<file path="src/rtl/hzd_scoreboard.sv">
// Scoreboard hazard unit: per-register busy/latency tracking that holds issue until operands are safe.
// Optional HZD_STALL_CNT_EN adds a saturating stalled-cycle counter output (stall_cycles).
module hzd_scoreboard #(
    parameter int NUM_REGS = 32,
    parameter int NUM_SRC  = 2,
    parameter int LAT_W    = 3,
    parameter int REG_W    = $clog2(NUM_REGS)
) (
    input  logic                     clk,
    input  logic                     rst,
    input  logic                     iss_valid,
    input  logic                     iss_has_rd,
    input  logic [REG_W-1:0]         iss_rd_num,
    input  logic [LAT_W-1:0]         iss_lat,
    input  logic [NUM_SRC-1:0]       iss_src_valid,
    input  logic [NUM_SRC*REG_W-1:0] iss_src_num,
    input  logic                     wb_valid,
    input  logic [REG_W-1:0]         wb_rd_num,
    input  logic                     flush,
    output logic                     stall,
    output logic                     iss_fire,
    output logic [NUM_SRC-1:0]       src_busy
`ifdef HZD_STALL_CNT_EN
    ,
    output logic [31:0]              stall_cycles
`endif
);

    localparam logic [LAT_W-1:0] LAT_UNK = '1;
    localparam logic [LAT_W-1:0] LAT_ONE = LAT_W'(1);

    logic [NUM_REGS-1:0] r_busy;
    logic [LAT_W-1:0]    r_cnt [NUM_REGS];

    logic [NUM_REGS-1:0] w_hot;
    logic [NUM_SRC-1:0]  w_src_busy;
    logic                w_waw;
    logic                w_hazard;
    logic                w_fire;
    logic                w_set_rd;
    logic [REG_W-1:0]    w_src_num;

    // An entry in its last countdown cycle is forwardable, so it no longer blocks issue.
    always_comb begin
        w_hot = '0;
        for (int r = 1; r < NUM_REGS; r++) begin
            w_hot[r] = r_busy[r] && (r_cnt[r] != LAT_ONE);
        end
    end

    always_comb begin
        w_src_busy = '0;
        w_src_num  = '0;
        for (int i = 0; i < NUM_SRC; i++) begin
            w_src_num = iss_src_num[i*REG_W +: REG_W];
            if (iss_valid && iss_src_valid[i] && (w_src_num != '0) && w_hot[w_src_num]) begin
                w_src_busy[i] = 1'b1;
            end
        end
    end

    assign w_waw    = iss_valid && iss_has_rd && (iss_rd_num != '0) && w_hot[iss_rd_num];
    assign w_hazard = (|w_src_busy) || w_waw;
    assign w_fire   = !rst && iss_valid && !w_hazard && !flush;
    assign w_set_rd = w_fire && iss_has_rd && (iss_rd_num != '0) && (iss_lat != '0);

    assign stall    = rst || w_hazard;
    assign iss_fire = w_fire;
    assign src_busy = rst ? '0 : w_src_busy;

    always_ff @(posedge clk) begin
        if (rst) begin
            r_busy <= '0;
            for (int r = 0; r < NUM_REGS; r++) begin
                r_cnt[r] <= '0;
            end
        end else if (flush) begin
            r_busy <= '0;
        end else begin
            for (int r = 1; r < NUM_REGS; r++) begin
                if (w_set_rd && (iss_rd_num == REG_W'(r))) begin
                    r_busy[r] <= 1'b1;
                    r_cnt[r]  <= iss_lat;
                end else if (r_busy[r]) begin
                    if (r_cnt[r] == LAT_UNK) begin
                        if (wb_valid && (wb_rd_num == REG_W'(r))) begin
                            r_busy[r] <= 1'b0;
                        end
                    end else if (r_cnt[r] == LAT_ONE) begin
                        r_busy[r] <= 1'b0;
                    end else begin
                        r_cnt[r] <= r_cnt[r] - LAT_ONE;
                    end
                end
            end
        end
    end

`ifdef HZD_STALL_CNT_EN
    logic [31:0] r_stall_cycles;

    always_ff @(posedge clk) begin
        if (rst) begin
            r_stall_cycles <= '0;
        end else if (iss_valid && w_hazard && !flush && (r_stall_cycles != 32'hFFFF_FFFF)) begin
            r_stall_cycles <= r_stall_cycles + 32'd1;
        end
    end

    assign stall_cycles = r_stall_cycles;
`endif

endmodule

</file>
<file path="config.mk">
export PLATFORM = sky130hd
export DESIGN_NAME = hzd_scoreboard
export DESIGN_NICKNAME = d
export VERILOG_FILES = /design/src/rtl/hzd_scoreboard.sv
export SDC_FILE = /design/constraint.sdc
export NUM_CORES = 1
export LEC_CHECK = 0
export ABC_AREA = 1
export BUFFER_PORTS_ARGS = -buffer_cell sky130_fd_sc_hd__buf_2
export CAP_MARGIN = 40
export CELL_PAD_IN_SITES_DETAIL_PLACEMENT = 0
export CELL_PAD_IN_SITES_GLOBAL_PLACEMENT = 2
export CORE_MARGIN = 8
export CORE_UTILIZATION = 37
export DETAILED_ROUTE_END_ITERATION = 16
export HOLD_SLACK_MARGIN = 0.03
export PLACE_DENSITY_LB_ADDON = 0.1
export RECOVER_POWER = 100
export SLEW_MARGIN = 20
export SYNTH_ARGS = -nofsm -noshare
export SYNTH_HDL_FRONTEND = slang
export SYNTH_SLANG_ARGS = --single-unit
</file>
<file path="constraint.sdc">
create_clock -name clk -period 3 [get_ports clk]
set_input_delay 0.45 -clock clk [delete_from_list [all_inputs] [get_ports clk]]
set_output_delay 0.45 -clock clk [all_outputs]
set_load 0.005 [all_outputs]
</file>
# After elaboration in Yosys (flattened, before gate mapping)
# Memory sizes are Yosys's and may differ from the RTL's.
# Cells that the tools add are included.
dict set report totals {
  ram_bits 96
  wordCells 910
  romBits 0
  ff_bits 31
  latch_bits 0
  n_memories 1
}
# name depth width rd rd_clocked_by_memory_dff wr line
set mem_list {}
lappend mem_list {r_cnt 32 3 31 0 32 33} ;# logic [LAT_W-1:0] r_cnt [NUM_REGS];
dict set report op_classes {
  n_shift 0
  n_bitwise 62
  addsub 31
  reduce_logical 119
  order_cmp 3
  n_mux 538
  mul 0
  n_div 0
  eq_ne 155
}
# cell n
set op_table {}
lappend op_table {{2-to-1 mux 1 bit} 472}
lappend op_table {{2-to-1 mux 3 bit} 62}
lappend op_table {{equality test 5 bit (second input constant)} 32}
lappend op_table {{logical AND 1 bit} 108}
lappend op_table {{equality test 3 x 1 -> 1 bit (second input constant)} 31}
lappend op_table {{equality test 3 bit (second input constant)} 31}
lappend op_table {{!= test 3 x 1 -> 1 bit (second input constant)} 31}
lappend op_table {{subtractor 3 x 1 -> 3 bit (second input constant)} 31}
lappend op_table {{equality test 5 x 4 -> 1 bit (second input constant)} 16}
lappend op_table {{bitwise OR 1 bit} 62}
lappend op_table {{equality test 5 x 3 -> 1 bit (second input constant)} 8}
lappend op_table {{equality test 5 x 2 -> 1 bit (second input constant)} 4}
lappend op_table {{< comparator 5 x 6 -> 1 bit (second input constant)} 3}
lappend op_table {{binary-select mux 1 bit (select 5 bit)} 3}
lappend op_table {{nonzero test 5 bit} 3}
lappend op_table {{equality test 5 x 1 -> 1 bit (second input constant)} 2}
lappend op_table {{OR reduction 2 bit} 2}
lappend op_table {{logical NOT 1 bit} 3}
lappend op_table {{nonzero test 3 bit} 1}
lappend op_table {{logical OR 1 bit} 2}
lappend op_table {{2-to-1 mux 2 bit} 1}

# Longest topological paths before layout
# An unclocked memory read counts as a cell.
dict set report logic_depth {
  ltp_word 22
  depth_mapped 17
  depth_no_buf 16
}

# Worst setup path before layout
# No wires, ideal clock.
dict set report synth_timing {
  path_kind {in2reg}
  startpoint {in iss_src_num[0]}
  endpoint {mem r_cnt[23][0], in the netlist r_cnt[1][21], enable pin}
  setup_time_ns 0.302
  setup_slack_ns 0.563
  t_arrival_ns 2.135
  t_required_ns 2.698
  cell_stages 16
  cell_sequence {buf_2 inv_2 nor2_2 inv_1 nor2_1 nor2_1 nand2_1 nand3_1 nand2_1 nand2_1 nand3_1 nand3_1 nor2_2 buf_4 nand4_1 nand2_1}
}
# item line
set synth_rtl {}
lappend synth_rtl {{start: declaration} 16} ;# input logic [NUM_SRC*REG_W-1:0] iss_src_num,
lappend synth_rtl {{end: declaration} 33}

==> flow_results.org <==
** Route
- Uppermost layer routed :: met5
- The detail route stage leaves a number of antenna-violating nets equal to 0.
- After detailed routing, the number of remaining DRC violations is 0.
- TritonRoute pass-1 iters :: 5
- Drt initial violations :: 585
- Dividing the detail-routed via count by the number of cells gives 5.128.
- Total number of vias :: 8917
- Summed over all nets, wire length on met3 after detailed routing comes to 1387 um.
- Wire length on met2 :: 15160 um
- Routed metal-1 wire length :: 15230 um
- Detailed-route wire length per cell :: 18.72 um
- Routed WL :: 32550 um

** Yosys
- After synthesis, the netlist uses 31 different library cells.
- The number of nets in the synthesized netlist is 1435.
- Gate count of the mapped netlist :: 1311
- Share of synthesized registers carrying an async set or reset :: 0
- Cell area after technology mapping :: 9624 um2
- Counting flops and latches in the post-synthesis netlist gives 124.
- Post-synth EDFFs :: 93
- Average instance area after synthesis :: 7.341 um2
- For this run, the leading register cell type out of synthesis is sky130_fd_sc_hd__edfxtp_1.
- Of the synthesized area, sequential elements account for 0.3547.
- Yosys printed 0 warnings.

** Placement
- After detailed placement, the design holds a cell count of 1686.
- Placer's final routability congestion estimate :: 0.9088
- During placement, the flow inserted port buffers numbering 34.
- Place WS :: 0.1912 ns
- HPWL after detailed placement :: 23920 um

** Setup path
- Crit. End Element :: output port
- Worst r2r dst :: r_cnt[1][33]
- The worst register-to-register path has a depth of 17.
- Maximum net fanout on the critical path :: 4
- At the worst endpoint, the required time is 2.55 ns.
- The worst register-to-register path begins at r_cnt[1][25].
- Critical Path Start Type :: flip-flop
- Reg-to-reg setup timing slack :: 0.22 ns
- Kind of critical path :: reg2out
- Arrival time of the worst setup path :: 2.44 ns

** Clock tree
- For the worst-skew pair, the clock arrives at the later sink with an insertion delay of 0.43 ns.
- Clock Tree Root :: sky130_fd_sc_hd__clkbuf_16
- Clock-pin slew reported for the worst setup and hold paths after clock tree synthesis :: 0.07 ns
- The clock passes through at most 2 buffers.
- # hold bufs at CTS :: 0
- TritonCTS built the clock tree.
- CTS H-Tree Depth :: 4
- CTS sink count :: 124
- Total clock buffers created by CTS :: 17

** Cells and area
- Antenna Diode Count :: 0
- Share of layout cells above drive strength 1 :: 0.1232
- Most frequent standard cell in the layout excluding fill and tap cells :: sky130_fd_sc_hd__nand2_1
- Number of nets in the layout :: 1515
- From synthesis to final layout, the design area changed by 16.37%.
- Leaving out filler cells and counting taps, the final layout contains 1739.
- Leaving out fill and tap cells, the most frequent cells in the layout are sky130_fd_sc_hd__nand2_1, sky130_fd_sc_hd__inv_1, sky130_fd_sc_hd__nand3_1.

** Timing
- Max-Slew Margin vs Limit :: 0.4930
- At the pin with the least slew margin, the transition time is 0.7587 ns.
- Final hold violation count :: 0
- After routing, the total negative slack on setup checks comes to 0 ns.
- Setup Viol. Count Final :: 0
- Subtracting the final worst setup slack from the clock period gives 2.889 ns.
- Unrepaired setup endpoints after global routing :: false
- Maximum clock frequency :: 346.1 MHz
- In the finished design, the share of the clock period the worst path needs comes to 0.9632.
- Clock skew after layout :: 0.01554 ns
- Count of final max-slew check failures :: 0
- Least setup slack across all paths after layout :: 0.1105 ns

** Floorplanning
- Total die area :: 31430 um2
- Die height :: 177.3 um
- Placeable core region :: 25840 um2
- During I/O placement, the number of pins put on the boundary was 35.
- For this configuration, the core starts out at a cell density of 0.3725.
- Die width :: 177.3 um
- In this run the core area contains 59 standard-cell rows.

** Global route
- Largest net degree at the start of global routing :: 52
- Global route total overflow :: 0
- Global-route usage over all layers :: 0.2080
- The number of antenna violations at the first check in global routing came to 1.
- Global-route wire length before repair :: 49980 um
- Vias in the first global route :: 8673

** Pwr
- Across the VDD grid, the largest voltage drop is 0.2811 mV.
- Areal power density over the cells :: 429.1 nW/um2
- Summed over all cells, the static leakage comes to 0.005320 uW.

** Min path
- Start point of the worst hold path :: wb_rd_num[1]
- For hold timing, the worst endpoint is r_busy[21].
- Cells on Worst Hold Path :: 5
- The min-delay analysis places its worst path in the category in2reg.

** Flow run
- Max-cap violations in this run came to 0.

** Run status
- The run finished with clean final reports.
==> cell type report <==
cell class / count / area [um2]
inverters: 231 / 867.1
repair buffers: 100 / 659.4
clock inverters: 12 / 140.1
fillers: 2699 / 14640
flip-flops and latches: 124 / 3413
well taps: 335 / 419.2
multi-input cells: 917 / 5244
clock buffers: 20 / 456.7
==> stage by stage <==
| step | hold WS (ns) | area (um2) | power [uW] | utilization |
|---|---|---|---|---|
| 2_1_floorplan | 0.4835 | 9624 | 2392 | - |
| 3_3_place_gp | 0.5367 | 10440 | 2658 | 0.4041 |
| 3_5_place_dp | 0.5310 | 10440 | 2657 | 0.4041 |
| 4_1_cts | 0.4890 | 11080 | 4808 | 0.4287 |
| 5_1_grt | 0.5511 | 11200 | 4983 | 0.4335 |
| 6_report | 0.5014 | 11200 | 4805 | 0.4335 |
==> logic make-up (layout without fill, tap and decap cells) <==
group	count (synthesis)	after routing	share of synthesized area
flip-flops	124	124	0.3547
adder cells (fa/ha/maj)	93	93	0.1209
AO/OA/AOI/OAI	228	228	0.1282
buffers and inverters	270	363	0.1070
AND/OR/NAND/NOR	565	565	0.2611
XOR/XNOR	31	31	0.02821
==> worst max-delay path by stage <==
stage | endpoint | slack [ns] | start
finish | stall | 0.11 | r_cnt[0][42]
global route | stall | 0.002 | r_cnt[1][6]
CTS | stall | 0.0006 | r_cnt[1][15]
detailed placement | r_cnt[0][28] | 0.19 | iss_rd_num[0]
global placement | stall | 0.15 | r_cnt[0][15]
floorplan | r_cnt[1][21] | 0.56 | iss_src_num[0]
==> power breakdown <==
| part | leakage (uW) | switching, uW | internal, uW |
|---|---|---|---|
| clock | 0.000272 | 884 | 1280 |
| sequential | 0.00119 | 54.4 | 1910 |
| combinational | 0.00386 | 448 | 231 |
| total | 0.00532 | 1390 | 3420 |
==> what timing repair did <==
action                     CTS  global route
pin swaps                    0            10
setup endpoints to repair    2            47
resized for setup           10            39
setup buffers                2            19
==> routing by layer <==
metal	vias up	GRT usage
met5	-	0
met1	4171	0.2777
met4	2	0.06391
met2	209	0.3454
li1	4491	-
met3	44	0.02603
==> critical path, cell delays in order, from the launching register on <==
cell	delay, ns
sky130_fd_sc_hd__edfxtp_1	0.45
sky130_fd_sc_hd__ha_1	0.26
sky130_fd_sc_hd__a21boi_1	0.30
sky130_fd_sc_hd__nand2_1	0.09
sky130_fd_sc_hd__nand3_1	0.09
sky130_fd_sc_hd__nand2_1	0.06
sky130_fd_sc_hd__nand3_1	0.08
sky130_fd_sc_hd__nand2_1	0.05
sky130_fd_sc_hd__nand2_1	0.07
sky130_fd_sc_hd__nand3_2	0.11
sky130_fd_sc_hd__nand2_2	0.10
sky130_fd_sc_hd__nor2_4	0.04
sky130_fd_sc_hd__buf_12	0.12
sky130_fd_sc_hd__nand2_1	0.06
sky130_fd_sc_hd__buf_2	0.13
==> state kept, by name (all words and copies together), names as in the netlist <==
signal and cells:
r_cnt 93, r_busy 31
==> cells in the mapped netlist, types with 4 or more instances <==
cell type,instances,area share
sky130_fd_sc_hd__nand3b_1,5,0.0039
sky130_fd_sc_hd__edfxtp_1,93,0.29
sky130_fd_sc_hd__o21ai_0,96,0.050
sky130_fd_sc_hd__nand3_1,127,0.066
sky130_fd_sc_hd__or2_2,4,0.0026
sky130_fd_sc_hd__buf_2,4,0.0021
sky130_fd_sc_hd__ha_1,93,0.12
sky130_fd_sc_hd__xnor2_1,23,0.021
sky130_fd_sc_hd__xor2_1,8,0.0073
sky130_fd_sc_hd__nand4_1,16,0.010
sky130_fd_sc_hd__inv_1,227,0.089
sky130_fd_sc_hd__buf_1,5,0.0020
sky130_fd_sc_hd__nor2_1,53,0.021
sky130_fd_sc_hd__o31ai_1,11,0.0086
sky130_fd_sc_hd__a21oi_1,103,0.054
sky130_fd_sc_hd__nor2_2,4,0.0026
sky130_fd_sc_hd__nor4_1,11,0.0072
sky130_fd_sc_hd__dfxtp_1,31,0.064
sky130_fd_sc_hd__nor3_1,32,0.017
sky130_fd_sc_hd__nand4_2,9,0.012
sky130_fd_sc_hd__o311ai_0,12,0.011
sky130_fd_sc_hd__clkbuf_1,28,0.011
sky130_fd_sc_hd__nand2_1,303,0.12
No activity file was read; power rests on OpenSTA's default activity.
